==> config.mk <==
export PLATFORM = sky130hd
export DESIGN_NAME = ext_obi_rr_arbiter
export DESIGN_NICKNAME = d
export VERILOG_FILES = /design/src/rtl/gr_heep_pkg.sv /design/src/rtl/ext_obi_arb_id_fifo.sv /design/src/rtl/ext_obi_rr_arbiter.sv
export SDC_FILE = /design/constraint.sdc
export NUM_CORES = 1
export LEC_CHECK = 0
export ABC_CLOCK_PERIOD_IN_PS = 2700
export CORE_AREA = 2 2 110 112
export DETAILED_ROUTE_END_ITERATION = 8
export DIE_AREA = 0 0 112 114
export SLEW_MARGIN = 20
export SYNTH_ARGS = -nofsm -noshare
export SYNTH_HDL_FRONTEND = slang
export SYNTH_SLANG_ARGS = --single-unit
==> constraint.sdc <==
create_clock -name clk_i -period 2.7 [get_ports clk_i]
set_clock_uncertainty 0.2 [all_clocks]
set_input_delay 0.27 -clock clk_i [delete_from_list [all_inputs] [get_ports clk_i]]
set_output_delay 0.27 -clock clk_i [all_outputs]
set_load 0.02 [all_outputs]
==> src/rtl/gr_heep_pkg.sv <==
// Shared definitions for the external OBI round-robin arbiter.
// Optional build macro: GR_HEEP_EXT_ARB_STATS_EN (adds a stall counter port).
package gr_heep_pkg;

  localparam int unsigned ExtArbNMaster        = 2;
  localparam int unsigned ExtArbMaxOutstanding = 2;

  // OBI request/response bundle for crossbar integration (32-bit addr/data).
  typedef struct packed {
    logic        req;
    logic        we;
    logic [3:0]  be;
    logic [31:0] addr;
    logic [31:0] wdata;
  } obi_req_t;

  typedef struct packed {
    logic        gnt;
    logic        rvalid;
    logic [31:0] rdata;
  } obi_resp_t;

  // Width of an index into n items; never below one bit.
  function automatic int unsigned idx_width(input int unsigned n);
    return (n > 1) ? $clog2(n) : 1;
  endfunction

endpackage

==> src/rtl/ext_obi_arb_id_fifo.sv <==
// In-order queue of granted master IDs; head tells which master owns the
// next response. Push/pop in the same cycle keeps the count unchanged.
module ext_obi_arb_id_fifo
  import gr_heep_pkg::*;
#(
  parameter int unsigned IdW   = 1,
  parameter int unsigned Depth = 2,
  parameter int unsigned CntW  = $clog2(Depth + 1)
) (
  input  logic            clk_i,
  input  logic            rst_i,
  input  logic            push_i,
  input  logic [IdW-1:0]  id_i,
  input  logic            pop_i,
  output logic [IdW-1:0]  head_o,
  output logic            full_o,
  output logic            empty_o,
  output logic [CntW-1:0] cnt_o
);

  localparam int unsigned PtrW = idx_width(Depth);

  logic [IdW-1:0]  mem_q [Depth];
  logic [PtrW-1:0] wptr_q, wptr_d;
  logic [PtrW-1:0] rptr_q, rptr_d;
  logic [CntW-1:0] cnt_q, cnt_d;
  logic            do_push, do_pop;

  assign full_o  = (cnt_q == CntW'(Depth));
  assign empty_o = (cnt_q == '0);
  assign cnt_o   = cnt_q;
  assign head_o  = mem_q[rptr_q];

  assign do_push = push_i & ~full_o;
  assign do_pop  = pop_i & ~empty_o;

  // Next-state for pointers and occupancy count.
  always_comb begin
    wptr_d = wptr_q;
    rptr_d = rptr_q;
    cnt_d  = cnt_q;
    if (do_push) wptr_d = (wptr_q == PtrW'(Depth - 1)) ? '0 : wptr_q + 1'b1;
    if (do_pop)  rptr_d = (rptr_q == PtrW'(Depth - 1)) ? '0 : rptr_q + 1'b1;
    if (do_push && !do_pop)      cnt_d = cnt_q + 1'b1;
    else if (do_pop && !do_push) cnt_d = cnt_q - 1'b1;
  end

  // Control state with reset; storage itself needs none.
  always_ff @(posedge clk_i) begin
    if (rst_i) begin
      wptr_q <= '0;
      rptr_q <= '0;
      cnt_q  <= '0;
    end else begin
      wptr_q <= wptr_d;
      rptr_q <= rptr_d;
      cnt_q  <= cnt_d;
    end
  end

  // ID storage written on accepted push.
  always_ff @(posedge clk_i) begin
    if (do_push) mem_q[wptr_q] <= id_i;
  end

endmodule

==> src/rtl/ext_obi_rr_arbiter.sv <==
// Round-robin arbiter sharing one OBI slave port among NMaster masters.
// The selected master stays locked until granted so its address phase is
// stable; granted IDs are queued to route responses back in order.
// Optional build macro: GR_HEEP_EXT_ARB_STATS_EN adds stall_cnt_o.
module ext_obi_rr_arbiter
  import gr_heep_pkg::*;
#(
  parameter int unsigned NMaster        = 2,
  parameter int unsigned MaxOutstanding = 2,
  parameter int unsigned AddrWidth      = 32,
  parameter int unsigned DataWidth      = 32
) (
  input  logic                           clk_i,
  input  logic                           rst_i,
  input  logic [NMaster-1:0]             m_req_i,
  output logic [NMaster-1:0]             m_gnt_o,
  input  logic [NMaster*AddrWidth-1:0]   m_addr_i,
  input  logic [NMaster-1:0]             m_we_i,
  input  logic [NMaster*DataWidth/8-1:0] m_be_i,
  input  logic [NMaster*DataWidth-1:0]   m_wdata_i,
  output logic [NMaster-1:0]             m_rvalid_o,
  output logic [DataWidth-1:0]           m_rdata_o,
  output logic                           s_req_o,
  input  logic                           s_gnt_i,
  output logic [AddrWidth-1:0]           s_addr_o,
  output logic                           s_we_o,
  output logic [DataWidth/8-1:0]         s_be_o,
  output logic [DataWidth-1:0]           s_wdata_o,
  input  logic                           s_rvalid_i,
  input  logic [DataWidth-1:0]           s_rdata_i,
`ifdef GR_HEEP_EXT_ARB_STATS_EN
  output logic [31:0]                    stall_cnt_o,
`endif
  output logic                           protocol_err_o
);

  localparam int unsigned IdW  = idx_width(NMaster);
  localparam int unsigned BeW  = DataWidth / 8;
  localparam int unsigned CntW = $clog2(MaxOutstanding + 1);

  logic [IdW-1:0]  rr_q, rr_d;
  logic            lock_q, lock_d;
  logic [IdW-1:0]  lock_id_q, lock_id_d;
  logic            err_q, err_d;

  logic [IdW-1:0]  winner;
  logic            hs;
  logic            full, empty;
  logic [IdW-1:0]  head;
  logic [CntW-1:0] cnt;
  logic            pop;

  ext_obi_arb_id_fifo #(
    .IdW   (IdW),
    .Depth (MaxOutstanding),
    .CntW  (CntW)
  ) u_id_fifo (
    .clk_i   (clk_i),
    .rst_i   (rst_i),
    .push_i  (hs),
    .id_i    (winner),
    .pop_i   (pop),
    .head_o  (head),
    .full_o  (full),
    .empty_o (empty),
    .cnt_o   (cnt)
  );

  // Winner: locked master, else first requester scanning from rr_q.
  always_comb begin
    int unsigned idx;
    logic        found;
    idx    = 0;
    found  = 1'b0;
    winner = rr_q;
    if (lock_q) begin
      winner = lock_id_q;
    end else begin
      for (int unsigned i = 0; i < NMaster; i++) begin
        idx = (int'(rr_q) + i) % NMaster;
        if (!found && m_req_i[idx]) begin
          winner = IdW'(idx);
          found  = 1'b1;
        end
      end
    end
  end

  assign s_req_o = lock_q ? (m_req_i[lock_id_q] & ~full) : ((|m_req_i) & ~full);
  assign hs      = s_req_o & s_gnt_i;
  assign pop     = s_rvalid_i & ~empty;

  // Zero-latency mux of the winner's address-phase fields; idle bus reads 0.
  always_comb begin
    s_addr_o  = '0;
    s_we_o    = 1'b0;
    s_be_o    = '0;
    s_wdata_o = '0;
    if (s_req_o) begin
      s_addr_o  = m_addr_i[int'(winner)*AddrWidth +: AddrWidth];
      s_we_o    = m_we_i[winner];
      s_be_o    = m_be_i[int'(winner)*BeW +: BeW];
      s_wdata_o = m_wdata_i[int'(winner)*DataWidth +: DataWidth];
    end
  end

  // Grant and response demux; rdata is broadcast.
  always_comb begin
    m_gnt_o    = '0;
    m_rvalid_o = '0;
    if (hs)  m_gnt_o[winner]  = 1'b1;
    if (pop) m_rvalid_o[head] = 1'b1;
  end

  assign m_rdata_o = s_rdata_i;

  // Next state for rotation pointer, lock and sticky error.
  always_comb begin
    rr_d      = rr_q;
    lock_d    = lock_q;
    lock_id_d = lock_id_q;
    err_d     = err_q | (s_rvalid_i & empty);
    if (hs) begin
      rr_d   = (winner == IdW'(NMaster - 1)) ? '0 : winner + 1'b1;
      lock_d = 1'b0;
    end else if (s_req_o) begin
      lock_d    = 1'b1;
      lock_id_d = winner;
    end else if (lock_q && !m_req_i[lock_id_q]) begin
      // Locked master withdrew without a grant: release silently.
      lock_d = 1'b0;
    end
  end

  // Arbiter control registers.
  always_ff @(posedge clk_i) begin
    if (rst_i) begin
      rr_q      <= '0;
      lock_q    <= 1'b0;
      lock_id_q <= '0;
      err_q     <= 1'b0;
    end else begin
      rr_q      <= rr_d;
      lock_q    <= lock_d;
      lock_id_q <= lock_id_d;
      err_q     <= err_d;
    end
  end

  assign protocol_err_o = err_q;

`ifdef GR_HEEP_EXT_ARB_STATS_EN
  logic [31:0] stall_cnt_q, stall_cnt_d;

  always_comb begin
    stall_cnt_d = stall_cnt_q;
    if ((|m_req_i) && !(|m_gnt_o) && (stall_cnt_q != 32'hFFFF_FFFF))
      stall_cnt_d = stall_cnt_q + 32'd1;
  end

  // Saturating count of cycles with a pending request but no grant.
  always_ff @(posedge clk_i) begin
    if (rst_i) stall_cnt_q <= '0;
    else       stall_cnt_q <= stall_cnt_d;
  end

  assign stall_cnt_o = stall_cnt_q;
`endif

endmodule

After elaboration in Yosys (flattened, before gate mapping)
Memory sizes are Yosys's and may differ from the RTL's. A register that Yosys moved wholly into a read port is not among the register bits.
Index checks and enable logic that the tools add are counted.
Cells by class
  add/sub/neg operators: 6
  reduce and logical (&&, ||, !) cells: 16
  shift operators: 3
  bitwise operators: 11
  order comparisons: 7
  multiplexer cells: 34
  equality and inequality tests: 1
Operators with widths (count)
  64-bit by 7-bit indexed part select with 32-bit output: 2
  32-bit two-way mux: 2
  1-bit two-way mux: 25
  1-bit by 2-bit less-than comparator with 1-bit output (second input constant): 5
  2-bit two-way mux: 4
  8-bit by 4-bit indexed part select with 4-bit output: 1
  1-bit AND: 7
  1-bit logical AND: 6
  1-bit adder (second input constant): 4
  1-bit logical NOT: 4
  4-bit two-way mux: 1
  2-bit nonzero test: 2
  2-bit OR reduction: 2
  1-bit NOT: 3
  2-bit by 1-bit adder with 2-bit output (second input constant): 1
  1-bit demux with 1-bit select: 2
  2-bit == test (second input constant): 1
  1-bit greater-or-equal comparator (second input constant): 2
  2-bit logical NOT: 1
  2-bit AND reduction: 1
  2-bit by 1-bit subtractor with 2-bit output (second input constant): 1
  1-bit OR: 1
Storage, ports and cells
  memories kept: 1
  word-level logic and storage cells: 86
  output and inout bits: 107
  RAM bits: 2
  bits of input ports: 176
  register bits: 8
Memories
  u_id_fifo.mem_q: depth 2, width 1, read ports 1, clocked after memory_dff 1, write ports 1, RTL line ext_obi_arb_id_fifo.sv:23  | logic [IdW-1:0] mem_q [Depth];

Longest topological paths before layout
  depth in word-level cells: 13
  gate-level depth with buffers: 7

Cells and area by module
Synthesis repeated with hierarchy kept, for this count alone.
Unflattened totals
  cells, all modules: 371
  area total of the unflattened synthesis: 3066.7 sq um
By module, submodules not included
  ext_obi_rr_arbiter: area each 2777.7 sq um, seq. area each 80.1 sq um, times used 1, cells each 343
  ext_obi_arb_id_fifo: area each 289.0 sq um, seq. area each 160.2 sq um, times used 1, cells each 28

Worst setup path before layout
OpenSTA, ideal clock, no wires.
  path kind: reg2reg
  from: reg lock_q
  to: reg u_id_fifo.cnt_q[1], in the netlist u_id_fifo.cnt_o[1]
  setup slack: 617 ps
  stages on the path, launching flop included: 7
  data arrival time: 1812 ps
  setup time: 71 ps
  cells stage by stage: dfxtp_1 or3b_1 o2111ai_2 inv_1 ha_1 or3_1 a21oi_1
On the way
  word-level cells in the longest chain between the ends: 6
  elaborated cells on any way between the ends: 8
  classes of those cells: mux: 2; bitwise: 2; reduce/logical: 4
RTL lines
  start, declared: RTL line ext_obi_rr_arbiter.sv:42  | logic lock_q, lock_d;
  start signal, assigned: RTL line ext_obi_rr_arbiter.sv:144  | lock_q <= lock_d;
  1-bit two-way mux *: RTL line ext_obi_rr_arbiter.sv:89  | assign s_req_o = lock_q ? (m_req_i[lock_id_q] & ~full) : ((|m_req_i) & ~full);
  1-bit AND *: RTL line ext_obi_rr_arbiter.sv:90  | assign hs = s_req_o & s_gnt_i;
  1-bit AND *: RTL line ext_obi_arb_id_fifo.sv:34  | assign do_push = push_i & ~full_o;
  via u_id_fifo.do_push: RTL line ext_obi_arb_id_fifo.sv:27  | logic do_push, do_pop;
  1-bit logical NOT: RTL line ext_obi_arb_id_fifo.sv:45  | else if (do_pop && !do_push) cnt_d = cnt_q - 1'b1;
  1-bit logical AND: RTL line ext_obi_arb_id_fifo.sv:45
  2-bit nonzero test (no source line)
  end signal, assigned: RTL line ext_obi_arb_id_fifo.sv:57  | cnt_q <= cnt_d;
  end, declared: RTL line ext_obi_arb_id_fifo.sv:26  | logic [CntW-1:0] cnt_q, cnt_d;
Mark *: on every way through the listed nets, which the timed path passes. The rest lies on a longest branch.
A chain may end at the register's enable or synchronous reset.

Worst setup path in the final report
  from: in m_req_i[0]
  to: out s_req_o
On the way
  word-level cells in the longest chain between the ends: 4
  elaborated cells on any way between the ends: 6
  classes of those cells: mux: 3; bitwise: 2; reduce/logical: 1
RTL lines
  start, declared: RTL line ext_obi_rr_arbiter.sv:15  | input logic [NMaster-1:0] m_req_i,
  1-bit two-way mux (implied by the code) (2 in a row): RTL line ext_obi_rr_arbiter.sv:89
  1-bit AND: RTL line ext_obi_rr_arbiter.sv:89
  1-bit two-way mux *: RTL line ext_obi_rr_arbiter.sv:89
  end, declared: RTL line ext_obi_rr_arbiter.sv:23  | output logic s_req_o,
Every way passes the cells marked *; elsewhere a longest branch is shown, timed or not. The select of a mux whose other input is x is not followed.

==> flow_metrics.env <==
export IMPL_r2r_cells=7
export IMPL_synth_fp_nets=515
export IMPL_rr_endpoint="u_id_fifo.cnt_o[1]"
export IMPL_p_total_w=0.00267
export IMPL_dieHeight_um=114
export IMPL_crit_path_frequent_cell="clkdlybuf4s50_1"
export IMPL_portBuffers=218
export IMPL_worstMarginPinSlew_ns=0.619
export IMPL_drt_wl_total_mm=9.88
export IMPL_ys_flop_type="dfxtp_1"
export IMPL_hp_start="protocol_err_o"
export IMPL_coreArea_mm2=0.0117
export IMPL_fin_ws_ns=0.0953
export IMPL_wl_per_cell_um=15.0
export IMPL_synthToLayoutAreaGrowth_pct=112
export IMPL_fp_dieW_um=112
export IMPL_timing_hold_ws_ns=0.282
export IMPL_layout_commonest_cell="clkdlybuf4s50_1"
export IMPL_fmax_mhz=384
export IMPL_syn_cell_area_mm2=0.00200
export IMPL_layout_drive_gt1_share_pct=6.47
export IMPL_holdPathStages=2
export IMPL_drtIter0Drc=178
export IMPL_async_flop_share_pct=0
export IMPL_start_kind="input pin"
export IMPL_antenna_found_initial=0
export IMPL_register_area_um2=241
export IMPL_dp_final_hpwl_mm=7.58
export IMPL_route_detailed_drc=0
export IMPL_cp_data_required_time_ns=2.23
export IMPL_viasPerCell=4.81
export IMPL_clockBufferDepth=2
export IMPL_syn_avg_cell_area_um2=5.91
export IMPL_place_gp_congestion=0.837
export IMPL_grt_use_total_pct=14.2
export IMPL_synth_edf_count=2
export IMPL_overflow=0
export IMPL_fill_cells=1271
export IMPL_htree_levels=1
export IMPL_yosysUniqueCellTypes=31
export IMPL_ant_nets=0
export IMPL_antenna_cells=0
export IMPL_critical_path_class="in -> out"
export IMPL_slew_viol_final=0
export IMPL_crit_chain="clkdlybuf4s50_1 -> or3b_1 -> o211ai_4 -> buf_12 -> inv_2 -> clkdlybuf4s50_1"
export IMPL_max_cap_viol_count=0
export IMPL_yosys_warnings=0
export IMPL_grt_pass1_vias=3059
export IMPL_cts_sinks=11
export IMPL_synth_seq_cells=11
export IMPL_insertion_delay_ns=0.24
export IMPL_routed_via_count=3161
export IMPL_irDropWorstVdd_uv=238
export IMPL_critPathMaxFanout=33
export IMPL_mostFrequentLayoutCells="clkdlybuf4s50_1 (147), a21oi_1 (72), o21ai_0 (71), nand3_1 (69), dlygate4sd2_1 (68)"
export IMPL_setup_viol=0
export IMPL_min_to="protocol_err_o"
export IMPL_arrival_ns=2.13
export IMPL_cts_tree="yes"
export IMPL_num_io_pins=283
export IMPL_clkSlewWorstSetupHoldPaths_ns=0.05
export IMPL_cts_buffers=3
export IMPL_status="complete, no violations"
export IMPL_endpoint_kind="output port"
export IMPL_finalNetCount=688
export IMPL_fin_crit_ns=2.60
export IMPL_dp_slack_ns=-0.188
export IMPL_slowest_stage="clkdlybuf4s50_1"
export IMPL_grt_max_degree=45
export IMPL_postSynthCellCount=338
export IMPL_slowest_delay_ns=0.53
export IMPL_crit_start="m_req_i[0]"
export IMPL_relSlewSlack_pct=58.3
export IMPL_finalCritPeriodShare_pct=96.5
export IMPL_rows=40
export IMPL_cts_root_buf="clkbuf_16"
export IMPL_fin_util_pct=36.1
export IMPL_holdCritPathClass="reg -> reg"
export IMPL_grt_pass1_wl_mm=15.1
export IMPL_leakage_nw=1.82
export IMPL_p_per_area_mw_per_mm2=630
export IMPL_multi_input_area_mm2=0.00135
export IMPL_first_pass_iters=4
export IMPL_r2r_start="lock_q"
export IMPL_reg2reg_slack_ns=0.40
export IMPL_rsz0062_at_grt="no"
export IMPL_hold_viol=0
export IMPL_die_area_mm2=0.0128
export IMPL_initial_core_util_pct=17.1
export IMPL_ys_seq_area_share_pct=12.0
==> per-layer routing <==
metal | GRT usage [%] | up-vias | wire [µm]
li1 | - | 1521 | -
met1 | 16.9 | 1441 | 4010
met2 | 24.9 | 176 | 4780
met3 | 3.40 | 23 | 835
met4 | 5.12 | 0 | 257
met5 | 0 | - | 0
==> logic make-up (layout without fill, tap and decap cells) <==
logic type | Yosys count | after routing | share of synthesized area (%)
compound gates | 153 | 153 | 40.7
simple gates | 90 | 90 | 22.2
buf+inv | 77 | 249 | 21.6
xor+xnor | 4 | 4 | 1.75
flops | 11 | 11 | 12.0
mux | 2 | 2 | 1.00
fa+ha+maj | 1 | 1 | 0.626
==> synth_stat cells, drive strengths merged (2+ instances only) <==
cell | number | share of area, %
xor2 | 3 | 1.3
buf | 43 | 15
nor2 | 11 | 2.1
dfxtp | 9 | 9.0
clkbuf | 27 | 5.1
nand2 | 3 | 0.56
or3 | 3 | 0.94
mux2i | 2 | 1.0
nand3 | 69 | 17
a21oi | 73 | 18
edfxtp | 2 | 3.0
a21o | 2 | 0.75
inv | 7 | 1.3
o21ai | 71 | 18
==> worst max-delay path by stage <==
stage	end	slack [ns]	depth (start not counted)
after global routing	s_wdata_o[13]	0.008	8
final	s_req_o	0.1	6
after CTS	m_gnt_o[0]	0.007	7
after floorplan	u_id_fifo.cnt_o[1]	0.62	6
after detailed placement	s_wdata_o[13]	-0.19	7
after global placement	s_wdata_o[13]	-0.15	7
==> registers in the layout, indices dropped and copies added (netlist names), named ones only <==
register	count
u_id_fifo.cnt_o	2
u_id_fifo.mem_q	2
lock_id_q	1
lock_q	1
protocol_err_o	1
rr_q	1
u_id_fifo.rptr_q	1
u_id_fifo.wptr_q	1
==> worst max-delay path: cells and delay by family <==
family          cells  cell delay (ns)
compound gates      1             0.15
buf+inv             4             1.26
simple gates        1             0.44
==> metrics by stage <==
| step | instances | area, µm² | TNS [ns] |
|---|---|---|---|
| 6_report | 657 | 4230 | 0 |
| 3_3_place_gp | 651 | 4210 | -2.97 |
| 4_1_cts | 655 | 4210 | 0 |
| 3_5_place_dp | 651 | 4210 | -6.07 |
| 5_1_grt | 657 | 4230 | 0 |
| 2_1_floorplan | 338 | 2000 | 0 |
==> final cells by class <==
cell class / instances / share of cell area (%)
inverter: 7 / 0.621
sequential: 11 / 5.71
clock buffer: 4 / 1.86
multi-input combinational: 250 / 31.9
timing repair buffer: 238 / 55.6
tap: 147 / 4.35
==> power breakdown <==
group	switching (W)	internal, W
Combinational	0.00120	0.000927
Clock	0.0000727	0.000198
Sequential	0.0000423	0.000220
Total	0.00132	0.00135
==> timing repair <==
item / 4_1_cts / 5_1_grt
gates resized for setup: 71 / 3
pin swaps: 0 / 1
hold buffers: 0 / 0
endpoints found under the setup margin: 70 / 3
buffers inserted: 0 / 2
(Power assumes the default switching activity.)
